File: config.mk
export PLATFORM = sky130hd
export DESIGN_NAME = urv_dm_sequencer
export DESIGN_NICKNAME = d
export VERILOG_FILES = /design/src/rtl/urv_dm_sequencer.sv
export SDC_FILE = /design/constraint.sdc
export NUM_CORES = 1
export LEC_CHECK = 0
export CORE_MARGIN = 2
export CORE_UTILIZATION = 41
export CTS_CLUSTER_SIZE = 40
export DETAILED_ROUTE_END_ITERATION = 10
export GPL_TIMING_DRIVEN = 0
export PLACE_DENSITY = 0.78
export SETUP_SLACK_MARGIN = 0.4
export SLEW_MARGIN = 10
export SYNTH_ARGS = -nofsm -noshare
export SYNTH_HDL_FRONTEND = slang
export SYNTH_SLANG_ARGS = --single-unit
File: constraint.sdc
create_clock -name clk_i -period 2.5 [get_ports clk_i]
set_clock_uncertainty 0.05 [all_clocks]
set_input_delay 0.25 -clock clk_i [delete_from_list [all_inputs] [get_ports clk_i]]
set_output_delay 0.25 -clock clk_i [all_outputs]
set_load 0.1 [all_outputs]
File: src/rtl/urv_dm_sequencer.sv
// uRV data-memory sequencer: one single-beat strobe/ack bus cycle per load/store.
// Optional hung-access timeout is enabled with `define URV_DM_TIMEOUT_EN.
module urv_dm_sequencer #(
  parameter int unsigned TIMEOUT_CYCLES = 255
) (
  input  logic        clk_i,
  input  logic        rst_n_i,
  input  logic        x_valid_i,
  input  logic        x_load_i,
  input  logic        x_store_i,
  input  logic [2:0]  x_fun_i,
  input  logic [31:0] x_dm_addr_i,
  input  logic [31:0] x_dm_data_s_i,
  input  logic        w_stall_i,
  output logic [31:0] dm_data_l_o,
  output logic        dm_load_done_o,
  output logic        dm_store_done_o,
  output logic        dm_error_o,
  output logic        bus_stb_o,
  output logic        bus_we_o,
  output logic [31:0] bus_addr_o,
  output logic [3:0]  bus_sel_o,
  output logic [31:0] bus_data_o,
  input  logic        bus_ack_i,
  input  logic        bus_err_i,
  input  logic [31:0] bus_data_i
);

  localparam logic [2:0] LDST_B  = 3'b000;
  localparam logic [2:0] LDST_H  = 3'b001;
  localparam logic [2:0] LDST_L  = 3'b010;
  localparam logic [2:0] LDST_BU = 3'b100;
  localparam logic [2:0] LDST_HU = 3'b101;

  typedef enum logic [1:0] {IDLE, ACCESS, DONE} state_t;

  state_t      state;
  logic        is_load_q;
  logic        flushed_q;
  logic        is_b, is_h, is_w;
  logic [3:0]  sel_d;
  logic [31:0] wdata_d;
  logic        misal_d;
  logic        req;
  logic        to_hit;
  logic        finish;
  logic        fin_err;

  assign req = x_valid_i & (x_load_i | x_store_i);

`ifdef URV_DM_TIMEOUT_EN
  logic [15:0] to_cnt;
  assign to_hit = ({1'b0, to_cnt} + 17'd1) == 17'(TIMEOUT_CYCLES);
`else
  logic unused_to;
  assign to_hit    = 1'b0;
  assign unused_to = ^(16'(TIMEOUT_CYCLES));
`endif

  // ack and err take precedence over an expiring timeout
  assign finish  = bus_ack_i | bus_err_i | to_hit;
  assign fin_err = bus_err_i | (to_hit & ~bus_ack_i);

  // size decode: lane enables, lane-replicated store data, misalignment
  always_comb begin
    is_b    = (x_fun_i == LDST_B) | (x_fun_i == LDST_BU);
    is_h    = (x_fun_i == LDST_H) | (x_fun_i == LDST_HU);
    is_w    = (x_fun_i == LDST_L) | ~(is_b | is_h);
    sel_d   = 4'b0000;
    wdata_d = 32'h0;
    misal_d = 1'b0;
    unique case (1'b1)
      is_b: begin
        sel_d   = 4'b0001 << x_dm_addr_i[1:0];
        wdata_d = {4{x_dm_data_s_i[7:0]}};
      end
      is_h: begin
        sel_d   = x_dm_addr_i[1] ? 4'b1100 : 4'b0011;
        wdata_d = {2{x_dm_data_s_i[15:0]}};
        misal_d = x_dm_addr_i[0];
      end
      is_w: begin
        sel_d   = 4'b1111;
        wdata_d = x_dm_data_s_i;
        misal_d = |x_dm_addr_i[1:0];
      end
      default: ;
    endcase
  end

  // bus-cycle FSM with registered bus and completion outputs
  always_ff @(posedge clk_i or negedge rst_n_i) begin
    if (!rst_n_i) begin
      state           <= IDLE;
      is_load_q       <= 1'b0;
      flushed_q       <= 1'b0;
      dm_data_l_o     <= 32'h0;
      dm_load_done_o  <= 1'b0;
      dm_store_done_o <= 1'b0;
      dm_error_o      <= 1'b0;
      bus_stb_o       <= 1'b0;
      bus_we_o        <= 1'b0;
      bus_addr_o      <= 32'h0;
      bus_sel_o       <= 4'b0000;
      bus_data_o      <= 32'h0;
`ifdef URV_DM_TIMEOUT_EN
      to_cnt          <= 16'h0;
`endif
    end else begin
      unique case (state)
        IDLE: begin
          if (req) begin
            bus_addr_o <= {x_dm_addr_i[31:2], 2'b00};
            bus_sel_o  <= sel_d;
            bus_data_o <= wdata_d;
            bus_we_o   <= x_store_i;
            is_load_q  <= x_load_i;
            flushed_q  <= 1'b0;
`ifdef URV_DM_TIMEOUT_EN
            to_cnt     <= 16'h0;
`endif
            if (misal_d) begin
              dm_error_o      <= 1'b1;
              dm_load_done_o  <= x_load_i;
              dm_store_done_o <= x_store_i;
              state           <= DONE;
            end else begin
              bus_stb_o <= 1'b1;
              state     <= ACCESS;
            end
          end
        end
        ACCESS: begin
          if (finish) begin
            bus_stb_o <= 1'b0;
            if (flushed_q | ~x_valid_i) begin
              state <= IDLE;
            end else begin
              dm_error_o      <= fin_err;
              dm_load_done_o  <= is_load_q;
              dm_store_done_o <= ~is_load_q;
              if (is_load_q & bus_ack_i & ~fin_err)
                dm_data_l_o <= bus_data_i;
              state <= DONE;
            end
          end else begin
`ifdef URV_DM_TIMEOUT_EN
            to_cnt <= to_cnt + 16'd1;
`endif
            if (~x_valid_i)
              flushed_q <= 1'b1;
          end
        end
        DONE: begin
          if (!w_stall_i) begin
            dm_load_done_o  <= 1'b0;
            dm_store_done_o <= 1'b0;
            dm_error_o      <= 1'b0;
            state           <= IDLE;
          end
        end
        default: state <= IDLE;
      endcase
    end
  end

endmodule

After elaboration in Yosys (flattened, before gate mapping)
Cells that the tools add are included.
{"block": "word_totals", "word_cells": 87, "reg_bits": 107, "romBits": 0, "n_memories": 0, "out_inout_bits": 105, "ramBits": 0, "latchBits": 0, "input_bits": 107}
{"block": "classes", "multipliers": 0, "n_lt_le_gt_ge": 0, "n_div": 0, "n_bitwise": 15, "n_reduce_logical": 11, "eq_ne": 14, "add_sub_neg": 0, "shift": 1, "muxes": 34}
{"operator": "case mux 32 bit (3 select lines)", "count": 1}
{"operator": "2-to-1 mux 1 bit", "count": 19}
{"operator": "!= test 2 bit (second input constant)", "count": 8}
{"operator": "case mux 4 bit (3 select lines)", "count": 1}
{"operator": "AND reduction 4 bit", "count": 3}
{"operator": "2-to-1 mux 2 bit", "count": 5}
{"operator": "case mux 1 bit (3 select lines)", "count": 3}
{"operator": "bitwise OR 1 bit", "count": 7}
{"operator": "== test 3 bit (second input constant)", "count": 2}
{"operator": "case mux 1 bit (2 select lines)", "count": 3}
{"operator": "case mux 2 bit (3 select lines)", "count": 1}
{"operator": "AND reduction 6 bit", "count": 1}
{"operator": "NOT 1 bit", "count": 5}
{"operator": "2-to-1 mux 4 bit", "count": 1}
{"operator": "<< shifter 1 x 2 -> 4 bit (first input constant)", "count": 1}
{"operator": "bitwise AND 1 bit", "count": 3}
{"operator": "== test 3 x 1 -> 1 bit (second input constant)", "count": 1}
{"operator": "== test 3 x 2 -> 1 bit (second input constant)", "count": 1}
{"operator": "zero test 3 bit", "count": 1}
{"operator": "AND reduction 3 bit", "count": 1}
{"operator": "nonzero test 3 bit", "count": 1}
{"operator": "== test 2 x 1 -> 1 bit (second input constant)", "count": 1}
{"operator": "== test 2 bit (second input constant)", "count": 1}
{"operator": "zero test 2 bit", "count": 1}
{"operator": "3 further kinds", "count": 3}

Logic depth before layout (Yosys ltp)
{"block": "depth", "word_depth": 9, "ltp_mapped": 7, "ltp_nobuf": 6}

Worst setup path after synthesis
No wires, ideal clock.
{"block": "synth_path", "kind": "register -> register", "start": "reg state[0]", "end": "reg dm_error_o", "synth_period_minus_slack_ns": 1.889, "setup_slack_ns": 0.611, "n_path_buf": 0, "setup_ns": 0.128, "t_required_ns": 2.322, "path_stages_with_launch": 6, "arrival_ns": 1.711, "cell_sequence": "dfrtp_1 > inv_1 > ha_1 > a222oi_1 > o211ai_1 > mux2_1"}
{"block": "synth_between", "elab_chain_len": 3, "elab_cells_between_ends": 11, "cone_classes": "eq/ne (7); mux (1); reduce/logical (3)"}
{"item": "start, declared", "line": "37", "text": "state_t state;"}
{"item": "start signal, assigned", "line": "94", "text": "state <= IDLE;"}
{"item": "start signal, assigned", "line": "126", "text": "state <= DONE;"}
{"item": "start signal, assigned", "line": "129", "text": "state <= ACCESS;"}
{"item": "== test 2 x 1 -> 1 bit, or another cell as far along", "line": "110", "text": "unique case (state)"}
{"item": "!= test 2 bit (no source line) / nonzero test 3 bit (equally long branches)"}
{"item": "AND reduction 6 bit (no source line)"}
{"item": "end signal, assigned", "line": "139", "text": "dm_error_o <= fin_err;"}
{"item": "end, declared", "line": "18", "text": "output logic dm_error_o,"}
Parallel ways exist; a longest one is shown, timed or not.
A chain may end at the register's enable or synchronous reset.

Worst setup path in the final report
{"block": "layout_path", "start": "reg bus_sel_o[1]", "end": "out bus_sel_o[1]"}
{"item": "start, declared", "line": "22", "text": "output logic [3:0] bus_sel_o,"}
{"item": "start signal, assigned", "line": "114", "text": "bus_sel_o <= sel_d;"}
No word-level cell between the ends.

==> metrics list <==
- For this run, the top clock speed supported by timing is 0.515 GHz.
- The synthesized design contains about 110 register bits.
- Placement Rows: 38
* Biggest cell delay along the critical path: 0.90 ns
- Cell variety after synth: 27
- Number of failing setup endpoints in the final timing report: 0
- From synthesis to final layout, the design area changed by 53.4%.
- Most frequent standard cell in the layout excluding fill and tap cells: sky130_fd_sc_hd__dfrtp_1
* Height of the die: about 110 microns
- Initial antenna violation count: 0
* Grt total ovfl: 0
- In this run the number of cells on the critical path is 1.
- Sort of element at the start of the critical path: flip-flop
- The synthesized design contains 0 enable-type register cells.
- Total track usage: 20.3%
- Yosys warns: 0
- Setup repair after global routing missed its margin: no
- Initial Utilization: 41.5%
* Worst reg2reg path depth: 5
* Post-detail-place hpwl: 9000 microns
- The critical path is of the flip-flop to output pin type.
- Maximum number of pins on one net before global-route repair: 56
* Chain of cells forming the critical path: dlygate4sd2_1
* Fin nets: 685
* Number of I/O pins: approximately 210
- Die outline width: 108 microns
- Commonest non-fill, non-tap cells in the layout: 107 x sky130_fd_sc_hd__dfrtp_1, 104 x sky130_fd_sc_hd__clkdlybuf4s50_1, 103 x sky130_fd_sc_hd__dlygate4sd2_1
- At the end of routability-driven placement, the weighted congestion stood at 0.860.
- Using the TritonRoute via totals, the vias-per-cell ratio works out to between 5 and 6.
- Worst setup EP type: output pin
* Total die area: 11700 sq um
* Required time of the worst setup path: 2.20 ns
- In this run the deepest clock path goes through 2 buffers.
- Share of synthesized flip-flops with an asynchronous set or reset: 100%
* Clock latency of the later-clocked register in the worst-skew pair: 0.35 ns
* Count of port buffers added during placement: 208
- Number of clock sinks: ~110
- Crit-path slowest cell: sky130_fd_sc_hd__dlygate4sd2_1
- In this run the critical register-to-register path is launched from state[0].
* Share of synthesized area occupied by flip-flops and latches: 60.1%
* Count of antenna-violating nets left after detailed routing: 0
- In this run, CTS created clock tree buffers numbering 9.
- For this block, the via count after detailed routing is 3609.
* Slew Limit Headroom: between 30% and 40%
- For this run, the leading register cell type out of synthesis is sky130_fd_sc_hd__dfrtp_1.
* Arrival time worst endpoint: 1.64 ns
* Total Routed Length: 11900 microns
- CTS built an H-tree with a depth of 3.
- The first global-routing pass estimated 18400 microns of wire.
- CTS root buffer: sky130_fd_sc_hd__clkbuf_8
* Busiest metal layer after global routing: met2
* DR pass1 iterations: 4
- The max-slew violation count is 0.
* Highest fanout seen on the critical path: 2
- Share of final-layout standard cells stronger than drive strength 1: 17.1%
* Routing usage on met1: 24.6%
* R2R Setup Slk: between 0.5 and 0.6 ns
- At the pin with the least slew margin, the transition time is 1.02 ns.
- Synthesis produced 352 cells.
- Counting I/O delays and the setup requirement, the final critical path takes between 1.5 and 2 ns.
- WL per Instance: 16.6 microns
- Worst path bufs/invs: 1
* Total standard cell area after synthesis: 4460 sq um
- The core region is 10700 sq um.
- In this run the critical register-to-register path is captured at dm_load_done_o.
- Per-instance average area after synthesis: 12.7 sq um
* Finished layout cell area: 6840 sq um
- Drc violations: 0
* Number of global-route vias before repair: 3680
- In this run the cell area measured after placement is about 6700 sq um.
- Number of violations of the max-capacitance limit: 0
- Post-CTS clock slew at the launch and capture registers of the worst setup and hold paths: 0.09 ns
* Post-route clock period utilization: between 70% and 80%
- Global routing consumed, on the met3 layer, 6.87% of the routing resources.
* Gate family responsible for the most delay along the worst path: buffers and inverters
* Result of the run: finished, final reports clean
* Fill cell count: between 900 and 1000
* Hold Crit Class: primary input to asynchronous set/reset pin
- Number of inserted diodes: 0
- Detailed router's first-iteration violation count: 84
- Hold violation total from the final report: 0
- For met2 alone, demand over resource in global routing was 34.7%.
* TritonCTS clock tree: yes
[registers in the layout, summed over array words and instances, names as in the netlist, 2 cells and up]
register / count
bus_data_o: 32
dm_data_l_o: 32
bus_addr_o: 30
bus_sel_o: 4
state: 2
[stage by stage]
step	hold slack, ns	util, %	worst slack (ns)	instances	setup TNS, ns
global route	0.400	63.6	0.444	720	0
CTS	0.360	63.5	0.400	720	0
finish	0.358	63.6	0.557	720	0
floorplan	-0.0956	-	0.611	353	0
global placement	0.413	62.5	-2.86	701	-305.42
detailed placement	0.179	62.8	0.0637	702	0
[worst max path at each step]
stage	from	end	slack, ns
2_1_floorplan	state[0]	dm_error_o	0.61
4_1_cts	state[0]	bus_data_o[7]	0.40
6_report	bus_sel_o[1]	bus_sel_o[1]	0.56
3_5_place_dp	x_store_i	bus_data_o[5]	0.06
3_3_place_gp	rst_n_i	bus_addr_o[5]	-2.86
5_1_grt	state[0]	dm_load_done_o	0.44
[per-layer routing]
metal,vias to the layer above,wire length (microns)
met5,-,0
met4,0,145
met3,15,1230
met2,166,5710
met1,1754,4840
li1,1674,-
[synthesized netlist by cell type (2+ instances only)]
cell / count / area share, %
sky130_fd_sc_hd__o21ai_0: 36 / 4.0
sky130_fd_sc_hd__nor2_1: 12 / 1.0
sky130_fd_sc_hd__buf_4: 2 / 0.34
sky130_fd_sc_hd__inv_1: 7 / 0.59
sky130_fd_sc_hd__o211ai_1: 3 / 0.51
sky130_fd_sc_hd__a21oi_1: 15 / 1.7
sky130_fd_sc_hd__nand2_1: 34 / 2.9
sky130_fd_sc_hd__nand3_1: 3 / 0.34
sky130_fd_sc_hd__clkbuf_1: 9 / 0.76
sky130_fd_sc_hd__mux2_2: 69 / 17
sky130_fd_sc_hd__buf_1: 2 / 0.17
sky130_fd_sc_hd__ha_1: 3 / 0.84
sky130_fd_sc_hd__buf_2: 8 / 0.90
sky130_fd_sc_hd__mux2i_1: 24 / 5.4
sky130_fd_sc_hd__nand2b_1: 3 / 0.42
sky130_fd_sc_hd__mux2_1: 4 / 1.0
sky130_fd_sc_hd__dfrtp_1: 107 / 60
sky130_fd_sc_hd__nand3b_1: 2 / 0.34
[kinds of logic (layout without fill, tap and decap cells)]
| family | count (synthesis) | in the layout | share of synthesized area [%] |
|---|---|---|---|
| AOI/OAI and AO/OA | 57 | 57 | 6.76 |
| adders and majority gates | 3 | 3 | 0.842 |
| buffers and inverters | 28 | 255 | 2.75 |
| DFF | 107 | 107 | 60.1 |
| muxes | 97 | 97 | 23.8 |
| other | 1 | 2 | 0.0841 |
| and+or+nand+nor | 59 | 59 | 5.67 |
[repair_timing]
| item | in CTS | in global routing |
|---|---|---|
| gates resized for setup | 105 | 8 |
| setup buffers | 1 | 0 |
| pin swaps | 1 | 2 |
| hold buffers | 1 | 0 |
| hold endpoints to repair | 52 | 0 |
| endpoints found under the setup margin | 164 | 98 |
[area by class of cell]
class / count / area, sq um / area share [%]
Sequential cell: 107 / 2680 / 39.2
Timing Repair Buffer: 211 / 2000 / 29.2
Inverter: 7 / 26.3 / 0.384
Clock inverter: 4 / 51.3 / 0.750
Tap cell: 140 / 175 / 2.56
Clock buffer: 12 / 135 / 1.98
Multi-Input combinational cell: 218 / 1660 / 24.3
Buffer: 21 / 109 / 1.59
Power is not shown: default switching activity piles up to over one toggle a cycle in this logic, so the estimate is an artifact.
